==> config.mk <==
export PLATFORM = sky130hd
export DESIGN_NAME = bht_update_queue
export DESIGN_NICKNAME = d
export VERILOG_FILES = /design/src/rtl/bht_update_queue_pkg.sv /design/src/rtl/bht_update_queue_checker.sv /design/src/rtl/bht_update_queue_stats.sv /design/src/rtl/bht_update_queue.sv
export SDC_FILE = /design/constraint.sdc
export NUM_CORES = 1
export LEC_CHECK = 0
export ABC_AREA = 1
export CAP_MARGIN = 20
export CORE_ASPECT_RATIO = 1.25
export CORE_MARGIN = 4
export CORE_UTILIZATION = 47
export CTS_CLUSTER_SIZE = 14
export DETAILED_ROUTE_END_ITERATION = 12
export PLACE_DENSITY = 0.82
export SLEW_MARGIN = 0
export SYNTH_ARGS = -nofsm -noshare
export SYNTH_HDL_FRONTEND = slang
export SYNTH_SLANG_ARGS = --single-unit
==> constraint.sdc <==
create_clock -name clk_i -period 5.29 [get_ports clk_i]
set_input_delay 1.587 -clock clk_i [delete_from_list [all_inputs] [get_ports clk_i]]
set_output_delay 1.587 -clock clk_i [all_outputs]
set_load 0.02 [all_outputs]
==> src/rtl/bht_update_queue_pkg.sv <==
// Shared types for the BHT update queue: the stored entry layout and the
// pointer-width helper (queue index plus one wrap bit).
package bht_update_queue_pkg;

    localparam int unsigned BHT_VLEN       = 64;
    localparam int unsigned BHT_INDEX_BITS = 9;

    typedef struct packed {
        logic [BHT_VLEN-1:0]       pc;
        logic                      taken;
        logic [BHT_INDEX_BITS-1:0] index;
    } bht_updq_entry_t;

    function automatic int unsigned updq_ptr_width(input int unsigned depth);
        return $clog2(depth) + 1;
    endfunction

endpackage

==> src/rtl/bht_update_queue_checker.sv <==
// Protocol checks for bht_update_queue: flags a commit with no uncommitted entry.
module bht_updq_checker #(
    parameter int unsigned PW = 3
) (
    input logic          clk_i,
    input logic          rst_ni,
    input logic          commit_i,
    input logic [PW-1:0] cmt_q,
    input logic [PW-1:0] wr_q
);

    a_commit_nonempty: assert property (
        @(posedge clk_i) disable iff (!rst_ni) commit_i |-> (cmt_q != wr_q)
    ) else $error("commit_i with no uncommitted entry");

endmodule

==> src/rtl/bht_update_queue_stats.sv <==
// Saturating statistics counters for accepted and mispredicted branches.
// Instantiated by bht_update_queue only when BHT_UPDQ_STATS_EN is defined.
module bht_updq_stats #(
    parameter int unsigned CNT_W = 32
) (
    input  logic             clk_i,
    input  logic             rst_ni,
    input  logic             inc_branch_i,
    input  logic             inc_mispred_i,
    output logic [CNT_W-1:0] branch_cnt_o,
    output logic [CNT_W-1:0] mispredict_cnt_o
);

    logic [CNT_W-1:0] branch_q, branch_d;
    logic [CNT_W-1:0] mispred_q, mispred_d;

    // next-state: increment unless already at all-ones
    always_comb begin
        branch_d  = branch_q;
        mispred_d = mispred_q;
        if (inc_branch_i && (branch_q != {CNT_W{1'b1}})) begin
            branch_d = branch_q + CNT_W'(1'b1);
        end else begin
            branch_d = branch_q;
        end
        if (inc_mispred_i && (mispred_q != {CNT_W{1'b1}})) begin
            mispred_d = mispred_q + CNT_W'(1'b1);
        end else begin
            mispred_d = mispred_q;
        end
    end

    // counter registers
    always_ff @(posedge clk_i or negedge rst_ni) begin
        if (!rst_ni) begin
            branch_q  <= '0;
            mispred_q <= '0;
        end else begin
            branch_q  <= branch_d;
            mispred_q <= mispred_d;
        end
    end

    assign branch_cnt_o     = branch_q;
    assign mispredict_cnt_o = mispred_q;

endmodule

==> src/rtl/bht_update_queue.sv <==
// BHT update queue: holds resolved conditional branches until commit, then
// drains them in order. Optional statistics under macro BHT_UPDQ_STATS_EN.
module bht_update_queue
    import bht_update_queue_pkg::*;
#(
    parameter int unsigned VLEN       = BHT_VLEN,
    parameter int unsigned INDEX_BITS = BHT_INDEX_BITS,
    parameter int unsigned DEPTH      = 4,
    parameter int unsigned CNT_W      = 32
) (
    input  logic                  clk_i,
    input  logic                  rst_ni,
    input  logic                  flush_i,
    input  logic                  flush_bp_i,
    input  logic                  debug_mode_i,
    input  logic                  resolve_valid_i,
    input  logic                  resolve_is_cond_i,
    input  logic [VLEN-1:0]       resolve_pc_i,
    input  logic                  resolve_taken_i,
    input  logic                  resolve_pred_taken_i,
    input  logic [INDEX_BITS-1:0] resolve_index_i,
    input  logic                  commit_i,
    output logic                  upd_valid_o,
    input  logic                  upd_ready_i,
    output logic [VLEN-1:0]       upd_pc_o,
    output logic                  upd_taken_o,
    output logic [INDEX_BITS-1:0] upd_index_o,
    output logic                  dropped_o,
    output logic [CNT_W-1:0]      branch_cnt_o,
    output logic [CNT_W-1:0]      mispredict_cnt_o
);

    localparam int unsigned PW = updq_ptr_width(DEPTH);
    localparam int unsigned AW = PW - 1;

    logic [PW-1:0]   rd_q, rd_d;
    logic [PW-1:0]   cmt_q, cmt_d;
    logic [PW-1:0]   wr_q, wr_d;
    logic            dropped_q, dropped_d;
    bht_updq_entry_t mem_q [DEPTH];
    bht_updq_entry_t head_s;

    logic [PW-1:0] occ_s;
    logic          full_s;
    logic          push_s;
    logic          accept_s;
    logic          commit_ok_s;
    logic          pop_s;

    // Full and commit eligibility use start-of-cycle pointers only, so a
    // same-cycle pop never frees a slot for the push.
    assign occ_s       = wr_q - rd_q;
    assign full_s      = (occ_s == PW'(DEPTH));
    assign push_s      = resolve_valid_i & resolve_is_cond_i & ~debug_mode_i
                       & ~flush_i & ~flush_bp_i;
    assign accept_s    = push_s & ~full_s;
    assign commit_ok_s = commit_i & (cmt_q != wr_q);
    assign pop_s       = upd_valid_o & upd_ready_i;

    // pointer next-state; predictor flush overrides everything else
    always_comb begin
        rd_d      = rd_q;
        cmt_d     = cmt_q;
        wr_d      = wr_q;
        dropped_d = push_s & full_s;
        if (flush_bp_i) begin
            rd_d  = '0;
            cmt_d = '0;
            wr_d  = '0;
        end else begin
            if (pop_s) begin
                rd_d = rd_q + PW'(1'b1);
            end else begin
                rd_d = rd_q;
            end
            if (commit_ok_s) begin
                cmt_d = cmt_q + PW'(1'b1);
            end else begin
                cmt_d = cmt_q;
            end
            if (flush_i) begin
                wr_d = cmt_d;
            end else if (accept_s) begin
                wr_d = wr_q + PW'(1'b1);
            end else begin
                wr_d = wr_q;
            end
        end
    end

    // pointer and drop-pulse registers
    always_ff @(posedge clk_i or negedge rst_ni) begin
        if (!rst_ni) begin
            rd_q      <= '0;
            cmt_q     <= '0;
            wr_q      <= '0;
            dropped_q <= 1'b0;
        end else begin
            rd_q      <= rd_d;
            cmt_q     <= cmt_d;
            wr_q      <= wr_d;
            dropped_q <= dropped_d;
        end
    end

    // entry storage; contents are don't-care out of reset
    always_ff @(posedge clk_i) begin
        if (accept_s) begin
            mem_q[wr_q[AW-1:0]] <= '{pc:    BHT_VLEN'(resolve_pc_i),
                                     taken: resolve_taken_i,
                                     index: BHT_INDEX_BITS'(resolve_index_i)};
        end
    end

    assign head_s      = mem_q[rd_q[AW-1:0]];
    assign upd_valid_o = (rd_q != cmt_q);
    assign upd_pc_o    = VLEN'(head_s.pc);
    assign upd_taken_o = head_s.taken;
    assign upd_index_o = INDEX_BITS'(head_s.index);
    assign dropped_o   = dropped_q;

`ifdef BHT_UPDQ_STATS_EN
    bht_updq_stats #(
        .CNT_W(CNT_W)
    ) u_stats (
        .clk_i            (clk_i),
        .rst_ni           (rst_ni),
        .inc_branch_i     (accept_s),
        .inc_mispred_i    (accept_s & (resolve_taken_i ^ resolve_pred_taken_i)),
        .branch_cnt_o     (branch_cnt_o),
        .mispredict_cnt_o (mispredict_cnt_o)
    );
`else
    logic unused_pred_s;
    assign unused_pred_s    = resolve_pred_taken_i;
    assign branch_cnt_o     = '0;
    assign mispredict_cnt_o = '0;
`endif

    bht_updq_checker #(
        .PW(PW)
    ) u_checker (
        .clk_i    (clk_i),
        .rst_ni   (rst_ni),
        .commit_i (commit_i),
        .cmt_q    (cmt_q),
        .wr_q     (wr_q)
    );

endmodule

==> flow_metrics.env <==
export IMPL_cts_tree="built"
export IMPL_htree_levels=1
export IMPL_min_path_type="flop to flop"
export IMPL_ys_top_cells_by_area="edfxtp_1 73%, o21ai_0 5.1%, nor2_1 5.0%, buf_4 4.1%, o22ai_1 3.8%"
export IMPL_grt_start_max_net_pins=79
export IMPL_drive_above_1_share_pct=6.403
export IMPL_grt_total_usage_pct=17.13
export IMPL_die_h_um=187.7
export IMPL_grt_pass1_wl_um=38460
export IMPL_rsz0062_at_grt="no"
export IMPL_viasPerCell=5.261
export IMPL_ys_warn_count=0
export IMPL_critical_path_arrival_ns=2.92
export IMPL_syn2layout_area_growth_pct=21.26
export IMPL_min_period_ns=4.507
export IMPL_start_util_pct=47.84
export IMPL_synth_largest_area_cell="edfxtp_1"
export IMPL_hold_viol=0
export IMPL_nets=1140
export IMPL_grt_pass1_vias=7378
export IMPL_setup_viol=0
export IMPL_antenna_found_initial=2
export IMPL_ys_ff_latch=306
export IMPL_async_flop_share_pct=3.268
export IMPL_synth_top_cells_by_count="296 x edfxtp_1, 162 x nor2_1, 124 x o21ai_0"
export IMPL_netlist_cell_type_count=23
export IMPL_finalWorstSetupSlack_ns=0.7825
export IMPL_crit_required_ns=3.70
export IMPL_p_leak_nw=5.042
export IMPL_ioPinCount=224
export IMPL_antenna_left=0
export IMPL_num_rows=65
export IMPL_dieArea_mm2=0.02848
export IMPL_slew_viol_final=0
export IMPL_dr_pass1_iters=5
export IMPL_synth_seq_area_share_pct=75.29
export IMPL_antenna_cells=0
export IMPL_slew_headroom_pct=44.69
export IMPL_finalCritPeriodShare_pct=85.21
export IMPL_tightestPinTransition_ns=0.8296
export IMPL_clkLatencyLatePin_ns=0.53
export IMPL_synth_top_area_share_pct=73.23
export IMPL_syn_area_per_cell_um2=13.56
export IMPL_clk_pin_slew_ns=0.06
export IMPL_cts_max_path_buffers=3
export IMPL_drv_cap=0
export IMPL_synth_flop_cell="edfxtp_1"
export IMPL_dp_slack_ns=1.291
export IMPL_cts_buffers=28
export IMPL_finalWirelength_um=24470
export IMPL_post_cts_resized=0
export IMPL_drc_errors=0
export IMPL_core_mm2=0.02537
export IMPL_overflow=0
export IMPL_cts_hold_buffers=0
export IMPL_drt_iter0_drc=409
export IMPL_crit_path_start_kind="flop"
export IMPL_wl_per_cell_um=17.51
export IMPL_outcome="finished clean"
export IMPL_hold_worst_slack_ns=0.6045
export IMPL_fmax_ghz=0.2219
export IMPL_power_density_mw_per_mm2=445.7
export IMPL_finClkSkew_ns=0.007977
export IMPL_die_x_um=151.7
export IMPL_place_gp_congestion=0.8118
export IMPL_cp_max_fo=54
export IMPL_syn_area_mm2=0.01214
export IMPL_endpoint_kind="output port"
export IMPL_via_count=7349
export IMPL_cts_root_buf="clkbuf_16"
export IMPL_ir_drop_mv=0.3667
export IMPL_syn_instance_count=895
export IMPL_criticalPathCategory="flop to output port"
export IMPL_clock_sinks=306
export IMPL_cts_setup_buffers=0
export IMPL_dpl_hpwl_um=14530
export IMPL_synth_most_common_cell="edfxtp_1"
export IMPL_synth_edf_count=296
export IMPL_place_port_buffers=158
==> cell families after synthesis <==
family,count (synthesis),share of synthesized area (%)
AOI/OAI and AO/OA,229,10.21
xor gates and xnor gates,5,0.3608
adders and majority gates,8,0.8247
buffers and inverters,134,6.422
DFF,306,75.29
other,1,0.03089
and+or+nand+nor,212,6.865
==> routing by layer <==
layer / share of wire, % / up-vias / global-route usage (%) / routed length [um]
li1: - / 3443 / - / -
met1: 37 / 3572 / 19.93 / 9097
met2: 52 / 295 / 31.90 / 12820
met3: 7.9 / 35 / 3.239 / 1939
met4: 2.4 / 4 / 4.599 / 584
met5: 0.094 / - / 0 / 23
==> sequential cells by signal, indices dropped and copies added (netlist names) <==
register and flops:
rd_q 3, dropped_o 1, wr_q 3, cmt_q 3, mem_q 296
==> path summary, 6_finish.rpt <==
check	depth (start not counted)	slack, ns	from	to
max reg2reg	9	2.27	rd_q[1]$_DFFE_PN0P_	mem_q[1][32]$_DFFE_PP_
min	2	0.60	wr_q[0]$_DFFE_PN0P_	wr_q[0]$_DFFE_PN0P_
max	5	0.78	rd_q[0]$_DFFE_PN0P_	upd_pc_o[18]
min reg2reg	2	0.60	wr_q[0]$_DFFE_PN0P_	wr_q[0]$_DFFE_PN0P_
max in group asynchronous	1	3.54	rst_ni	rd_q[0]$_DFFE_PN0P_
min in group asynchronous	1	1.38	rst_ni	cmt_q[2]$_DFF_PN0_
==> stage by stage <==
stage	cells	utilization, %	instance area, um^2	setup TNS [ns]	power, mW
finish	1397	58.00	14720	0	6.560
CTS	1397	58.00	14720	0	6.629
detailed placement	1353	54.57	13850	0	4.702
global route	1397	58.00	14720	0	6.894
floorplan	958	-	12370	-116.62	3.916
global placement	1353	54.57	13850	0	4.661
==> cell type report <==
class / instances / area, um^2
fillers: 1902 / 10660
flip-flops and latches: 306 / 9144
multi-input cells: 518 / 2486
repair buffers: 172 / 1712
clock buffers: 31 / 733.2
well taps: 335 / 419.2
clock inverters: 13 / 138.9
inverters: 22 / 85.08
==> placed cells by master (no fill, tap or decap), drive strengths merged <==
cell	n
nand3	11
edfxtp	296
bufinv	3
clkinv	11
nor3	1
dfrtp	10
inv	21
nand2	36
clkdlybuf4s50	158
clkbuf	31
nor2	162
o21ai	150
ha	8
conb	64
xnor2	5
a21oi	5
buf	14
o22ai	74
nand3b	2
==> power breakdown <==
part,internal [mW],switching (mW),total (mW)
registers,2.70,0.0278,2.72
logic,0.749,1.17,1.92
clock network,1.13,0.792,1.92
total,4.57,1.99,6.56
==> critical path, stage by stage (launching register included) <==
cell	delay [ns]
dfrtp_4	0.51
inv_4	0.41
buf_4	0.42
o21ai_0	0.17
o22ai_1	0.22
clkdlybuf4s50_1	0.64
Power figures use the tool's default switching activity.
